## config.mk

```make
export PLATFORM = sky130hd
export DESIGN_NAME = instr_fetch_flat
export DESIGN_NICKNAME = d
export VERILOG_FILES = /design/src/rtl/fetch_pkg.sv /design/src/rtl/instr_fetch_if.sv /design/src/rtl/pc_reg.sv /design/src/rtl/instr_fetch.sv /design/src/flat_wrapper.sv
export SDC_FILE = /design/constraint.sdc
export NUM_CORES = 1
export LEC_CHECK = 0
export CORE_ASPECT_RATIO = 0.75
export CORE_MARGIN = 2
export CORE_UTILIZATION = 37
export DETAILED_ROUTE_END_ITERATION = 10
export PLACE_DENSITY = 0.75
export SYNTH_ARGS = -nofsm -noshare
export SYNTH_HDL_FRONTEND = slang
export SYNTH_HIERARCHICAL = 1
export SYNTH_SLANG_ARGS = --single-unit
```

## constraint.sdc

```tcl
create_clock -name clk -period 1.9 [get_ports clk]
set_input_delay 0.38 -clock clk [delete_from_list [all_inputs] [get_ports clk]]
set_output_delay 0.38 -clock clk [all_outputs]
set_load 0.05 [all_outputs]
```

## src/rtl/fetch_pkg.sv

```systemverilog
// -----------------------------------------------------------------------------
// fetch_pkg
// Shared definitions for the instruction-fetch block: default widths, the
// PC start address, the fetch FSM state enum and a saturating counter helper.
// Optional feature macro used by instr_fetch: INSTR_FETCH_CYCLE_CNT_EN.
// -----------------------------------------------------------------------------
package fetch_pkg;

   localparam int ADDR_W_DEF     = 10;
   localparam int INSTR_W_DEF    = 9;
   localparam int START_ADDR_DEF = 0;

   typedef enum logic [1:0] {
      ST_IDLE   = 2'd0,
      ST_FETCH  = 2'd1,
      ST_HALTED = 2'd2
   } fetch_state_e;

   localparam logic [15:0] CYC_MAX = 16'hFFFF;

   // Increment that sticks at all-ones instead of wrapping.
   function automatic logic [15:0] sat_inc16(input logic [15:0] v);
      return (v == CYC_MAX) ? v : v + 16'd1;
   endfunction

endpackage

```

## src/rtl/instr_fetch_if.sv

```systemverilog
// -----------------------------------------------------------------------------
// instr_fetch_if
// Bundles the controller handshake and instruction-ROM bus of instr_fetch.
//   master : controller/ROM side - drives start, stall, branch_taken,
//            branch_target, halt, imem_rdata; observes the fetch outputs.
//   slave  : the fetch unit - drives imem_addr, instr, instr_valid, pc, done.
// -----------------------------------------------------------------------------
interface instr_fetch_if import fetch_pkg::*; #(
   parameter int ADDR_W  = ADDR_W_DEF,
   parameter int INSTR_W = INSTR_W_DEF
);
   logic               start;
   logic               stall;
   logic               branch_taken;
   logic [ADDR_W-1:0]  branch_target;
   logic               halt;
   logic [ADDR_W-1:0]  imem_addr;
   logic [INSTR_W-1:0] imem_rdata;
   logic [INSTR_W-1:0] instr;
   logic               instr_valid;
   logic [ADDR_W-1:0]  pc;
   logic               done;

   modport master (
      output start, stall, branch_taken, branch_target, halt, imem_rdata,
      input  imem_addr, instr, instr_valid, pc, done
   );

   modport slave (
      input  start, stall, branch_taken, branch_target, halt, imem_rdata,
      output imem_addr, instr, instr_valid, pc, done
   );
endinterface

```

## src/rtl/pc_reg.sv

```systemverilog
// -----------------------------------------------------------------------------
// pc_reg
// Program-counter register with load / increment / hold.
//   clk        in   clock
//   rst_n      in   asynchronous active-low reset (pc -> START_ADDR)
//   load_i     in   load load_val_i (has priority over inc_i)
//   load_val_i in   value to load
//   inc_i      in   pc <= pc + 1, wrapping modulo 2^ADDR_W
//   pc_o       out  current pc
// -----------------------------------------------------------------------------
module pc_reg import fetch_pkg::*; #(
   parameter int ADDR_W     = ADDR_W_DEF,
   parameter int START_ADDR = START_ADDR_DEF
) (
   input  logic              clk,
   input  logic              rst_n,
   input  logic              load_i,
   input  logic [ADDR_W-1:0] load_val_i,
   input  logic              inc_i,
   output logic [ADDR_W-1:0] pc_o
);
   localparam logic [ADDR_W-1:0] START_PC = ADDR_W'(START_ADDR);

   logic [ADDR_W-1:0] pc_q;
   logic [ADDR_W-1:0] pc_d;

   always_comb begin
      pc_d = pc_q;
      if (load_i) begin
         pc_d = load_val_i;
      end else if (inc_i) begin
         pc_d = pc_q + ADDR_W'(1);
      end
   end

   always_ff @(posedge clk or negedge rst_n) begin
      if (!rst_n) begin
         pc_q <= START_PC;
      end else begin
         pc_q <= pc_d;
      end
   end

   assign pc_o = pc_q;
endmodule

```

## src/rtl/instr_fetch.sv

```systemverilog
// -----------------------------------------------------------------------------
// instr_fetch
// Instruction fetch unit: walks the program counter through an instruction
// ROM and registers each instruction for the controller, with stall, branch
// redirect and halt.
//   clk          in   clock, rising edge
//   reset        in   asynchronous active-low reset
//   bus          slave modport of instr_fetch_if (handshake + ROM bus)
//   cycle_count  out  16-bit saturating count of FETCH cycles; present only
//                     when INSTR_FETCH_CYCLE_CNT_EN is defined
// -----------------------------------------------------------------------------
module instr_fetch import fetch_pkg::*; #(
   parameter int ADDR_W     = ADDR_W_DEF,
   parameter int INSTR_W    = INSTR_W_DEF,
   parameter int START_ADDR = START_ADDR_DEF
) (
   input  logic               clk,
   input  logic               reset,
   instr_fetch_if.slave       bus
`ifdef INSTR_FETCH_CYCLE_CNT_EN
   ,
   output logic [15:0]        cycle_count
`endif
);
   localparam logic [ADDR_W-1:0] START_PC = ADDR_W'(START_ADDR);

   fetch_state_e       state_q;
   logic [INSTR_W-1:0] instr_q;
   logic               valid_q;
   logic               done_q;
   logic [ADDR_W-1:0]  pc;

   // start only counts outside FETCH; a fetch happens only when neither
   // halt (highest priority) nor stall blocks it.
   logic start_acc;
   logic fetch_go;
   assign start_acc = bus.start && (state_q != ST_FETCH);
   assign fetch_go  = (state_q == ST_FETCH) && !bus.halt && !bus.stall;

   pc_reg #(
      .ADDR_W     (ADDR_W),
      .START_ADDR (START_ADDR)
   ) u_pc_reg (
      .clk        (clk),
      .rst_n      (reset),
      .load_i     (start_acc || (fetch_go && bus.branch_taken)),
      .load_val_i (start_acc ? START_PC : bus.branch_target),
      .inc_i      (fetch_go && !bus.branch_taken),
      .pc_o       (pc)
   );

   always_ff @(posedge clk or negedge reset) begin
      if (!reset) begin
         state_q <= ST_IDLE;
         instr_q <= '0;
         valid_q <= 1'b0;
         done_q  <= 1'b0;
      end else begin
         case (state_q)
            ST_IDLE: begin
               if (bus.start) state_q <= ST_FETCH;
            end
            ST_FETCH: begin
               if (bus.halt) begin
                  state_q <= ST_HALTED;
                  done_q  <= 1'b1;
                  valid_q <= 1'b0;
               end else if (!bus.stall) begin
                  instr_q <= bus.imem_rdata;
                  valid_q <= 1'b1;
               end
            end
            ST_HALTED: begin
               if (bus.start) begin
                  state_q <= ST_FETCH;
                  done_q  <= 1'b0;
               end
            end
            default: state_q <= ST_IDLE;
         endcase
      end
   end

`ifdef INSTR_FETCH_CYCLE_CNT_EN
   logic [15:0] cyc_q;
   always_ff @(posedge clk or negedge reset) begin
      if (!reset) begin
         cyc_q <= '0;
      end else if (start_acc) begin
         cyc_q <= '0;
      end else if (state_q == ST_FETCH) begin
         cyc_q <= sat_inc16(cyc_q);
      end
   end
   assign cycle_count = cyc_q;
`endif

   assign bus.imem_addr   = pc;
   assign bus.pc          = pc;
   assign bus.instr       = instr_q;
   assign bus.instr_valid = valid_q;
   assign bus.done        = done_q;
endmodule

```

## src/flat_wrapper.sv

```systemverilog
// flat-port wrapper written by rule: the top's interface ports become plain ports
module instr_fetch_flat import fetch_pkg::*;
#(
   parameter int ADDR_W     = ADDR_W_DEF,
   parameter int INSTR_W    = INSTR_W_DEF,
   parameter int START_ADDR = START_ADDR_DEF
)
  (clk, reset, bus_start, bus_stall, bus_branch_taken, bus_branch_target, bus_halt, bus_imem_rdata, bus_imem_addr, bus_instr, bus_instr_valid, bus_pc, bus_done);
  instr_fetch_if #(.ADDR_W(ADDR_W), .INSTR_W(INSTR_W)) bus_i ();
  input  logic clk;
  input  logic reset;
  input wire logic [$bits(bus_i.start)-1:0] bus_start;
  input wire logic [$bits(bus_i.stall)-1:0] bus_stall;
  input wire logic [$bits(bus_i.branch_taken)-1:0] bus_branch_taken;
  input wire logic [$bits(bus_i.branch_target)-1:0] bus_branch_target;
  input wire logic [$bits(bus_i.halt)-1:0] bus_halt;
  input wire logic [$bits(bus_i.imem_rdata)-1:0] bus_imem_rdata;
  output wire logic [$bits(bus_i.imem_addr)-1:0] bus_imem_addr;
  output wire logic [$bits(bus_i.instr)-1:0] bus_instr;
  output wire logic [$bits(bus_i.instr_valid)-1:0] bus_instr_valid;
  output wire logic [$bits(bus_i.pc)-1:0] bus_pc;
  output wire logic [$bits(bus_i.done)-1:0] bus_done;
  assign bus_i.start = bus_start;
  assign bus_i.stall = bus_stall;
  assign bus_i.branch_taken = bus_branch_taken;
  assign bus_i.branch_target = bus_branch_target;
  assign bus_i.halt = bus_halt;
  assign bus_i.imem_rdata = bus_imem_rdata;
  assign bus_imem_addr = bus_i.imem_addr;
  assign bus_instr = bus_i.instr;
  assign bus_instr_valid = bus_i.instr_valid;
  assign bus_pc = bus_i.pc;
  assign bus_done = bus_i.done;
  instr_fetch #(.ADDR_W(ADDR_W), .INSTR_W(INSTR_W), .START_ADDR(START_ADDR)) u_core (.clk(clk), .reset(reset), .bus(bus_i));
endmodule
```

# --- After elaboration in Yosys (flattened, before gate mapping) ---
# Cells that the tools add are included.
totals:
  romBits: 0
  ram_bits: 0
  reg_bits: 23
  latchBits: 0
  output_inout_bits: 31
  mem_count: 0
  word_cells: 43
  inputBits: 25
classes:
  addsub: 1
  div_mod_pow: 0
  n_reduce_logical: 17
  muxes: 11
  shifts: 0
  bitwise: 2
  eq_ne: 7
  magnitude_cmp: 0
  multipliers: 0
ops:
  columns: ["operator", "n"]
  rows:
  - ["10-bit two-way mux", 3]
  - ["10-bit by 1-bit adder with 10-bit output (second input constant)", 1]
  - ["2-bit by 1-bit != test with 1-bit output (second input constant)", 3]
  - ["3-bit AND reduction", 2]
  - ["1-bit logical AND", 5]
  - ["1-bit two-way mux", 4]
  - ["2-bit two-way mux", 2]
  - ["2-bit != test (second input constant)", 2]
  - ["2-bit case mux with 2 select lines", 1]
  - ["2-bit AND reduction", 2]
  - ["2-bit nonzero test", 2]
  - ["1-bit zero test", 3]
  - ["2-bit by 1-bit equality test with 1-bit output (second input constant)", 1]
  - ["2-bit equality test (second input constant)", 1]
  - ["2-bit zero test", 1]
  - ["1-bit inverter", 2]
  - ["1-bit case mux with 2 select lines", 1]
  - ["2-bit OR reduction", 1]
  - ["1-bit logical OR", 1]

# --- Depth between registers and ports, before layout ---
logic_depth:
  ltp_word: 6
  ltp_mapped: 8
  ltp_nobuf: 6

# --- By module ---
# The synthesis kept the hierarchy.
modules_own_cells:
  columns: ["module", "seq_area_each_um2", "instances", "area_per_inst_um2", "cells_per_inst"]
  rows:
  - ["instr_fetch", 325.3, 1, 711.9, 61]
  - ["pc_reg", 250.2, 1, 566.8, 61]

# --- Worst setup path after synthesis ---
# Ideal clock, no wire load.
synth_path:
  kind: "reg-to-reg"
  from: "reg u_core.state_q[1]"
  to: "reg u_core.u_pc_reg.pc_q[8], in the netlist u_core/u_pc_reg/pc_o[8]"
  period_less_slack_ps: 2013
  setup_slack_ps: -113
  path_buffers: 2
  required_time_ps: 1774
  path_stages_with_launch: 8
  t_arrival_ps: 1887
  setup_ps: 126
  cell_sequence: "dfrtp_1 > nor4b_4 > buf_6 > nor2b_1 > buf_2 > nand2_1 > o311a_1 > a221o_1"
synth_via:
  elab_chain_len: 6
  word_cells_on_any_way: 11
  cone_classes: "2 x eq/ne; 2 x mux; 7 x reduce/logical"
synth_rtl:
  columns: ["element", "line", "text"]
  rows:
  - ["from (decl)", "instr_fetch.sv:27", "fetch_state_e state_q;"]
  - ["from (signal assigned)", "instr_fetch.sv:54", "state_q <= ST_IDLE;"]
  - ["from (signal assigned)", "instr_fetch.sv:61", "if (bus.start) state_q <= ST_FETCH;"]
  - ["from (signal assigned)", "instr_fetch.sv:65", "state_q <= ST_HALTED;"]
  - ["2-bit by 1-bit equality test with 1-bit output", "instr_fetch.sv:38", "assign fetch_go = (state_q == ST_FETCH) && !bus.halt && !bus.stall;"]
  - ["1-bit logical AND (2 in series)", "instr_fetch.sv:38", null]
  - ["1-bit logical AND", "instr_fetch.sv:46", ".load_i (start_acc || (fetch_go && bus.branch_taken)),"]
  - ["1-bit logical OR", "instr_fetch.sv:46", null]
  - ["10-bit two-way mux / 2-bit nonzero test (equally long branches)", null, null]
  - ["to (signal assigned)", "pc_reg.sv:40", "pc_q <= pc_d;"]
  - ["to (decl)", "pc_reg.sv:24", "logic [ADDR_W-1:0] pc_q;"]
# Several ways; a longest one is shown, not always the timed one.
# A chain may end at the register's enable or synchronous reset.

# --- Worst setup path after layout ---
layout_path:
  from: "reg u_core.instr_q[6], in the netlist u_core/bus.instr[6]"
  to: "out bus_instr[6]"
layout_lines:
  columns: ["element", "line", "text"]
  rows:
  - ["from (decl)", "instr_fetch.sv:28", "logic [INSTR_W-1:0] instr_q;"]
  - ["from (signal assigned)", "instr_fetch.sv:69", "instr_q <= bus.imem_rdata;"]
  - ["to (decl)", "flat_wrapper.sv:19", "output wire logic [$bits(bus_i.instr)-1:0] bus_instr;"]
# No word-level cell between the ends.

==> summary.md <==
| Metric | Value |
|---|---|
| Max Slew Vio Count | `0` |
| Initial DRT Pass Iterations | `4` |
| Post-route ant nets | `0` |
| Fin worst setup slack | `89.00 ps` |
| Period Utilization, post-route | `0.9532` |
| Flop2flop setup slack | `90 ps` |
| Sw Ratio | `0.5097` |
| Clock share of power | `0.103` |
| Cells after synthesis | `122` |
| Psw | `1.536 mW` |
| Cell Chain, Critical Path | `clkdlybuf4s50_1` |
| Crit-path max cell delay | `810 ps` |
| WHS | `464.8 ps` |
| P_leak | `0.8481 nW` |
| Clock Path Buffers | `2` |
| Worst r2r src | `u_core/state_q[1]` |
| Global-route wire length before repair | `4664 µm` |
| Critical path arrival | `1430 ps` |
| Worst slew margin | `0.6655` |
| Die extent in y | `54.91 µm` |
| Crit Path Max Fanout | `2` |
| Fin nets | `211` |
| Initial antenna violation count | `0` |
| Setup crit end kind | `output pin` |
| Dpl cell area | `1852 µm²` |
| Clock Latency Late Sink | `260 ps` |
| CP bufs+invs | `1` |
| # rows | `18` |
| Worst EP required | `1520 ps` |
| Synth Register Bits | `23` |
| Tmin final | `1811 ps` |
| H-tree Lvls | `1` |
| Pre-CTS WS | `-402.2 ps` |
| Register area | `576.8 µm²` |
| Fill cells | `301` |
| Num ports | `56` |
| Status | `complete, no violations` |
| Layout cells sized above 1 | `0.3043` |
| Clock transition at the registers of the reported paths | `90 ps` |
| Maximum VDD drop | `0.5657 mV` |
| DRC viols | `0` |
| Crit Path Class | `reg -> out` |
| Final Wtd Congestion | `0.8186` |
| WL per Instance | `13.48 µm` |
| Setup crit start kind | `register` |
| Tot GR Track Use | `0.1551` |
| Total nets after synthesis | `148` |
| Sequential Power Share | `0.292` |
| Core area | `3288 µm²` |
| Fmax | `552.2 MHz` |
| R2r worst-path depth | `6` |
| Largest net degree at the start of global routing | `24` |
| Unrepaired setup endpoints after global routing | `true` |
| Die width | `71.88 µm` |
| Max-Cap Viols | `0` |
| Final setup skew | `3.147 ps` |
| DRT iter0 DRCs | `40` |
| Via count | `1,114` |
| Die area | `3947 µm²` |
| Logic pwr share | `0.605` |
| Multi-input gate area | `591.8 µm²` |
| Slowest CP cell | `clkdlybuf4s50_1` |
| Int Power | `1.478 mW` |
| Port bufs | `55` |
| Clock buffers created by TritonCTS | `3` |
| Worst flop-to-flop path endpoint | `u_core/u_pc_reg/pc_o[9]` |
| Avg Inst Size Synth | `10.48 µm²` |
| Final instance area | `1907 µm²` |
| Post-Syn Area | `1279 µm²` |
| CTS sink cnt | `23` |
| Yosys warnings | `6` |
| Register area share after synthesis | `0.4501` |
| CTS tree | `built` |
| Number of global-route vias before repair | `952` |
| Via-to-Cell Ratio | `4.973` |
| Starting Density | `0.3889` |
| Area grow syn2layout | `49.12%` |
| Total power divided by cell area | `1581 nW/µm²` |
| Root Driver | `clkbuf_8` |
| Worst-margin pin slew | `500.2 ps` |
| GRT Residual Overflow | `0` |
| Post-route setup TNS | `0 ps` |
| Final setup viols | `0` |
| Family with the most delay on the worst path | `buffers and inverters` |
| WL final | `3020 µm` |
| Final hold vios | `0` |
| DP Wirelength | `2309 µm` |
| Unique masters post-synth | `33` |
| N_diodes | `0` |
| Hold Path Class | `in -> async` |
-- layer usage --
layer	track usage	vias up	part of all wire
li1	-	546	-
met2	0.2407	36	0.45
met1	0.2216	530	0.48
met5	0	-	0
met4	0.03774	0	0.0063
met3	0.03623	2	0.061
-- final cells by class --
| class | instances | area share |
|---|---|---|
| repair buffers | 73 | 0.3294 |
| well taps | 40 | 0.02625 |
| inverters | 3 | 0.005906 |
| flip-flops and latches | 23 | 0.3025 |
| multi-input cells | 81 | 0.3104 |
| clock inverters | 1 | 0.003937 |
| clock buffers | 3 | 0.02165 |
-- logic make-up (layout without fill, tap and decap cells) --
family / after synthesis / count (layout) / share of synthesized area
fa+ha+maj: 1 / 1 / 0.009783
flops: 23 / 23 / 0.4501
buf+inv: 18 / 80 / 0.08903
compound gates: 17 / 17 / 0.08709
simple gates: 49 / 49 / 0.2260
xor+xnor: 4 / 4 / 0.02740
mux: 10 / 10 / 0.1106
-- power groups by stage --
stage / clock network (mW) / registers, mW / logic (mW)
final: 0.311 / 0.880 / 1.82
after global routing: 0.340 / 0.914 / 1.92
after CTS: 0.320 / 0.880 / 1.83
after detailed placement: 0 / 0.886 / 1.83
after global placement: 0 / 0.873 / 1.82
after floorplan: 0 / 1.49 / 0.682
-- sequential cells by signal (all words and copies together), names as in the netlist --
signal,cells
u_core/bus.done,1
u_core/bus.instr,9
u_core/bus.instr_valid,1
u_core/state_q,2
u_core/u_pc_reg/pc_o,10
-- how the worst max path moves through the flow --
stage / start / end / slack, ps / cells past startpoint
floorplan: bus_stall / u_core/u_pc_reg/pc_o[8] / -20 / 7
global placement: bus_stall / u_core/u_pc_reg/pc_o[9] / -330 / 7
detailed placement: bus_stall / u_core/u_pc_reg/pc_o[9] / -400 / 7
CTS: u_core/state_q[1] / u_core/u_pc_reg/pc_o[9] / 70 / 6
global route: u_core/state_q[1] / u_core/u_pc_reg/pc_o[9] / -40 / 6
finish: u_core/bus.instr[6] / bus_instr[6] / 90 / 1
-- what timing repair did --
action | CTS | global route
setup buffers | 1 | 0
endpoints found under the hold margin | 0 | 0
endpoints found under the setup margin | 5 | 2
hold buffers | 0 | 0
pin swaps | 1 | 0
gates resized for setup | 2 | 1
-- synthesized netlist by cell type --
library cell / n / area [µm²]
nor4b_4: 1 / 23.77
or4_1: 3 / 22.52
o21ai_0: 6 / 30.03
a22oi_1: 1 / 7.510
buf_4: 10 / 75.07
xnor2_1: 1 / 8.760
or4b_1: 1 / 10.01
inv_1: 3 / 11.26
a21oi_1: 2 / 10.01
nor2b_1: 2 / 12.51
a221o_1: 1 / 10.01
nand2_1: 15 / 56.30
nor3_1: 1 / 5.000
o311a_1: 1 / 10.01
nand3_1: 7 / 35.03
and2_1: 10 / 62.56
xor2_1: 3 / 26.28
buf_2: 1 / 5.000
nand2b_1: 1 / 6.260
o21a_1: 1 / 7.510
ha_1: 1 / 12.51
nand4_1: 3 / 18.77
o31ai_1: 1 / 7.510
o211ai_1: 3 / 22.52
o22ai_1: 1 / 6.260
dfrtp_1: 23 / 575.6
mux2_1: 1 / 11.26
nand4_4: 1 / 21.27
nor2_1: 4 / 15.01
buf_6: 1 / 11.26
mux2_4: 8 / 120.1
clkbuf_1: 3 / 11.26
mux2i_1: 1 / 10.01
-- cell usage in the layout (no fill, tap or decap), drive strengths merged, types with 2 or more instances in the layout --
cell type       n
mux2            9
a21oi           2
nor2b           2
inv             3
xor2            3
clkbuf          3
nand3           7
or4             3
nand2          15
clkdlybuf4s50  31
o211ai          3
o21ai           6
and2           10
nor2            4
dlygate4sd2     2
nand4           4
dfrtp          23
buf            40
-- per-stage QoR --
| step | utilization | std cells | total power, mW |
|---|---|---|---|
| finish | 0.5799 | 224 | 3.014 |
| global route | 0.5799 | 224 | 3.172 |
| CTS | 0.5795 | 224 | 3.032 |
| detailed placement | 0.5632 | 219 | 2.714 |
| global placement | 0.5632 | 219 | 2.688 |
| floorplan | - | 122 | 2.170 |
Note: power is estimated with default switching activity, not from simulation.
